--- src/rtl/hilo_unit.sv ---
// hilo_unit: HI/LO register file and sequencer for the iterative
// multiplier and divider. It accepts MULT/DIV/MTHI/MTLO requests,
// issues single-cycle unit starts, and latches results into HI/LO.
// It reports completion, divide-by-zero, or a watchdog timeout.
module hilo_unit #(
  parameter int unsigned TIMEOUT = 64
) (
  input  logic        clk,
  input  logic        reset,
  input  logic        op_valid,
  input  logic [1:0]  op,
  input  logic [31:0] rs_val,
  input  logic [31:0] rt_val,
  output logic        busy,
  output logic        op_done,
  output logic        div_zero_exc,
  output logic        timeout_err,
  output logic [31:0] hi,
  output logic [31:0] lo,
  output logic        div_start,
  output logic        mult_start,
  output logic [31:0] unit_a,
  output logic [31:0] unit_b,
  input  logic [31:0] div_hi,
  input  logic [31:0] div_lo,
  input  logic [31:0] mult_hi,
  input  logic [31:0] mult_lo,
  input  logic        div_end,
  input  logic        mult_end,
  input  logic        div_zero
);

  typedef enum logic [2:0] {
    IDLE,
    START_DIV,
    WAIT_DIV,
    START_MULT,
    WAIT_MULT
  } state_t;

  localparam logic [7:0] LAST_CNT = 8'(TIMEOUT - 1);

  state_t      state, state_nxt;
  logic [7:0]  cnt, cnt_nxt;
  logic [31:0] hi_nxt, lo_nxt, a_nxt, b_nxt;
  logic        done_nxt, dz_nxt, to_nxt;

  // Status outputs decode directly from state.
  always_comb begin
    busy       = (state != IDLE);
    div_start  = (state == START_DIV);
    mult_start = (state == START_MULT);
  end

  // Next-state, register-update and completion-pulse logic.
  always_comb begin
    state_nxt = state;
    cnt_nxt   = cnt;
    hi_nxt    = hi;
    lo_nxt    = lo;
    a_nxt     = unit_a;
    b_nxt     = unit_b;
    done_nxt  = 1'b0;
    dz_nxt    = 1'b0;
    to_nxt    = 1'b0;
    case (state)
      IDLE: begin
        if (op_valid) begin
          case (op)
            2'b00: begin
              a_nxt     = rs_val;
              b_nxt     = rt_val;
              state_nxt = START_MULT;
            end
            2'b01: begin
              a_nxt     = rs_val;
              b_nxt     = rt_val;
              state_nxt = START_DIV;
            end
            2'b10: begin
              hi_nxt   = rs_val;
              done_nxt = 1'b1;
            end
            default: begin
              lo_nxt   = rs_val;
              done_nxt = 1'b1;
            end
          endcase
        end
      end
      START_DIV: begin
        cnt_nxt   = '0;
        state_nxt = WAIT_DIV;
      end
      WAIT_DIV: begin
        cnt_nxt = cnt + 8'd1;
        if (div_zero) begin
          dz_nxt    = 1'b1;
          state_nxt = IDLE;
        end else if (div_end) begin
          hi_nxt    = div_hi;
          lo_nxt    = div_lo;
          done_nxt  = 1'b1;
          state_nxt = IDLE;
        end else if (cnt == LAST_CNT) begin
          to_nxt    = 1'b1;
          state_nxt = IDLE;
        end
      end
      START_MULT: begin
        cnt_nxt   = '0;
        state_nxt = WAIT_MULT;
      end
      WAIT_MULT: begin
        cnt_nxt = cnt + 8'd1;
        if (mult_end) begin
          hi_nxt    = mult_hi;
          lo_nxt    = mult_lo;
          done_nxt  = 1'b1;
          state_nxt = IDLE;
        end else if (cnt == LAST_CNT) begin
          to_nxt    = 1'b1;
          state_nxt = IDLE;
        end
      end
      default: state_nxt = IDLE;
    endcase
  end

  // State, HI/LO, operand and pulse registers; reset overrides everything.
  always_ff @(posedge clk) begin
    if (reset) begin
      state        <= IDLE;
      cnt          <= '0;
      hi           <= '0;
      lo           <= '0;
      unit_a       <= '0;
      unit_b       <= '0;
      op_done      <= 1'b0;
      div_zero_exc <= 1'b0;
      timeout_err  <= 1'b0;
    end else begin
      state        <= state_nxt;
      cnt          <= cnt_nxt;
      hi           <= hi_nxt;
      lo           <= lo_nxt;
      unit_a       <= a_nxt;
      unit_b       <= b_nxt;
      op_done      <= done_nxt;
      div_zero_exc <= dz_nxt;
      timeout_err  <= to_nxt;
    end
  end

endmodule

--- config.mk ---
export PLATFORM = sky130hd
export DESIGN_NAME = hilo_unit
export DESIGN_NICKNAME = d
export VERILOG_FILES = /design/src/rtl/hilo_unit.sv
export SDC_FILE = /design/constraint.sdc
export NUM_CORES = 1
export LEC_CHECK = 0
export CAP_MARGIN = 20
export CORE_AREA = 2 2 130 132
export DETAILED_ROUTE_END_ITERATION = 6
export DIE_AREA = 0 0 132 134
export HOLD_SLACK_MARGIN = 0.02
export PLACE_DENSITY = 0.81
export SYNTH_ARGS = -nofsm -noshare
export SYNTH_HDL_FRONTEND = slang
export SYNTH_SLANG_ARGS = --single-unit
--- constraint.sdc ---
create_clock -name clk -period 5.3 [get_ports clk]
set_clock_uncertainty 0.2 [all_clocks]
set_input_delay 0.53 -clock clk [delete_from_list [all_inputs] [get_ports clk]]
set_output_delay 0.53 -clock clk [all_outputs]
set_load 0.02 [all_outputs]
==> impl_metrics.tcl <==
set metrics [dict create \
    grt_overflow_total 0 \
    regArea_um2 2840 \
    synthMuxAreaShare_pct 0.154 \
    design_area_um2 10400 \
    io-pin-count 334 \
    syn-num-nets 979 \
    switching_share_pct 29.3 \
    synth_compound_area_share_pct 27.8 \
    postCtsSetupRepairBufs 0 \
    cpLargestDelayFamily "buffers and inverters" \
    final_nets 1263 \
    antennaDiodeCount 0 \
    critPathCaptureType "output port" \
    clk_path_buf_depth 2 \
    fin_tns_setup_ns 0 \
    mostFrequentLayoutCell "clkdlybuf4s50_1" \
    first_pass_iters 6 \
    clkPwrFrac_pct 35.1 \
    p_switching_mw 0.940 \
    nFillCells 1385 \
    fin_crit_sh_pct 63.1 \
    relSlewSlack_pct 36.8 \
    pwr-share-seq_pct 37.8 \
    synth_cells 778 \
    synth-edff-count 0 \
    period_needed_ns 3.35 \
    ys_seq_area_share_pct 43.7 \
    async_reset_ff_share_pct 0 \
    path_cells "buf_4, inv_1, nor2_1, clkdlybuf4s50_1" \
    power.total_mw 3.21 \
    worstPathArrival_ns 2.62 \
    wl_per_cell_um 19.1 \
    synth_cell_type_count 45 \
    finalSetupViolations 0 \
    clk_latency_ns 0.41 \
    grt_pass1_wl_um 37700 \
    status "finished, final reports clean" \
    via_count 7037 \
    slew_violations 0 \
    final_util_pct 63.8 \
    die_y_um 134 \
    cts.repair.resized 0 \
    rsz0062_at_grt "false" \
    dr.first_iter.drc_count 409 \
    h-tree-depth 4 \
    die_w_um 132 \
    cts_inserted_buffers 17 \
    clock_sinks 142 \
    share_comb_of_total_power_pct 27.1 \
    cts_tree "built" \
    tightest_slew_ns 0.948 \
    crit_type "reg -> out" \
    synthTopCellsByArea "dfxtp_1 (44%), o22a_1 (8.6%), nand2_1 (7.7%)" \
    power_density_nw_per_um2 308 \
    irDropWorstVdd_uv 202 \
    synth_xor_area_share_pct 0.404 \
    clock.fmax_mhz 299 \
    antenna_left 0 \
    multi_input_area_um2 3300 \
    drive_gt1_share_pct 4.38 \
    path_clk_slew_ns 0.06 \
    synth_adder_area_share_pct 0.192 \
    dieArea_um2 17700 \
    cp-start-kind "flip-flop" \
    drc_errors 0 \
    antenna_found_initial 0 \
    setup_ws_ns 1.95 \
    cts_hold_buf 0 \
    synth_top_family_by_area "compound AO/OA/AOI/OAI gates" \
    worst-endpoint-required_ns 4.57 \
    final_cell_mix "clkdlybuf4s50_1 (332), dfxtp_1 (141), nand2_1 (134), a21oi_1 (71), nand3b_1 (65)" \
    cp_slowest_cell "clkdlybuf4s50_1" \
    cp.buffers_inverters 3 \
    hold_viol 0 \
    grt_max_degree 76 \
    crit_path_max_fanout 75 \
    hp-class "reg -> reg" \
    postSynthAreaPerCell_um2 8.36 \
    vias_per_cell 5.44 \
    core_area_um2 16300 \
    grt_use_total_pct 27.3 \
    synth_area_um2 6510 \
    synth_ff_type "dfxtp_1" \
    slowest_delay_ns 0.65 \
    maxCapViolations 0 \
    io_buffers 333 \
    dp_hpwl_um 17900 \
    ys_warn_count 0 \
    start_util_pct 39.9 \
    gp_congestion 0.885 \
    grt_pass1_vias 6838 \
    dpl_cell_area_um2 9840 \
    dp_slack_ns 2.32 \
    synthSimpleGateAreaFrac_pct 21.7 \
    totalWireLength_um 24700 \
    root_buffer "clkbuf_16" \
    synth_seq_cells 142 \
    p_leak_nw 3.47 \
    row_count 47 \
    power.internal_mw 2.27 \
    synth_top_area_share_pct 43.7 \
    area_growth_pct 59.7 \
    synth_top_area_cell "dfxtp_1" \
]
==> power groups by stage <==
| stage | Sequential, mW | Combinational (mW) | Clock (mW) |
|---|---|---|---|
| 2_1_floorplan | 1.33 | 0.350 | 0 |
| 6_report | 1.21 | 0.869 | 1.12 |
| 5_1_grt | 1.22 | 0.926 | 1.19 |
| 3_5_place_dp | 1.23 | 0.867 | 0 |
| 3_3_place_gp | 1.23 | 0.859 | 0 |
| 4_1_cts | 1.21 | 0.872 | 1.14 |
==> cell families after synthesis <==
logic type / Yosys count
muxes: 1
DFF: 142
buffers and inverters: 81
AOI/OAI and AO/OA: 285
xor gates and xnor gates: 3
and+or+nand+nor: 265
adders and majority gates: 1
==> layer usage <==
layer  track usage (%)  wire length, um
met3              8.28             2000
met4              14.0             1120
met5                 0                0
met2              48.2            12300
met1              29.7             9240
==> sequential cells by signal (all words and copies together) (netlist names) <==
| register | count |
|---|---|
| cnt | 8 |
| state | 3 |
| unit_b | 32 |
| unit_a | 32 |
| hi | 32 |
| lo | 32 |
| div_zero_exc | 1 |
| timeout_err | 1 |
| op_done | 1 |
==> tightest hold or removal path, delay by kind of cell (launching register included) <==
family / cells / cell delay, ns
simple gates: 1 / 0.05
flops: 1 / 0.30
compound gates: 1 / 0.05
==> synth_stat cells (all sizes together), types with 3 or more instances <==
library cell and instances:
nor2b 33, dfxtp 142, nand2 134, inv 3
o21a 3, buf 39, nand3b 65, nor3 4
nor4 3, nand2b 3, nand3 4, nor2 5
xor2 3, a21oi 71, o21ai 71, nor4bb 3
clkbuf 39, a21o 3, o22ai 64, o22a 64
==> worst paths after layout <==
path | from | end | slack [ns] | cells past startpoint
worst max-delay path | state[0]$_SDFFE_PP0P_ | mult_start | 1.95 | 4
worst min register to register | unit_b[6]$_SDFFE_PP0P_ | unit_b[6]$_SDFFE_PP0P_ | 0.25 | 2
worst max register to register | state[1]$_SDFFE_PP0P_ | timeout_err$_SDFF_PP0_ | 2.56 | 5
worst min-delay path | unit_b[6]$_SDFFE_PP0P_ | unit_b[6]$_SDFFE_PP0P_ | 0.25 | 2
==> per-stage QoR <==
step	instances	hold slack (ns)
2_1_floorplan	778	0.234
3_3_place_gp	1263	0.241
3_5_place_dp	1263	0.246
4_1_cts	1293	0.254
5_1_grt	1293	0.269
6_report	1293	0.253
==> area by class of cell <==
cell class                 instances  share of cell area (%)
tap                              220                    2.65
multi-input combinational        555                    31.8
clock inverter                     6                   0.578
timing repair buffer             343                    32.8
clock buffer                      24                    4.73
inverter                           3                   0.108
sequential                       142                    27.4
Power figures use the tool's default switching activity.
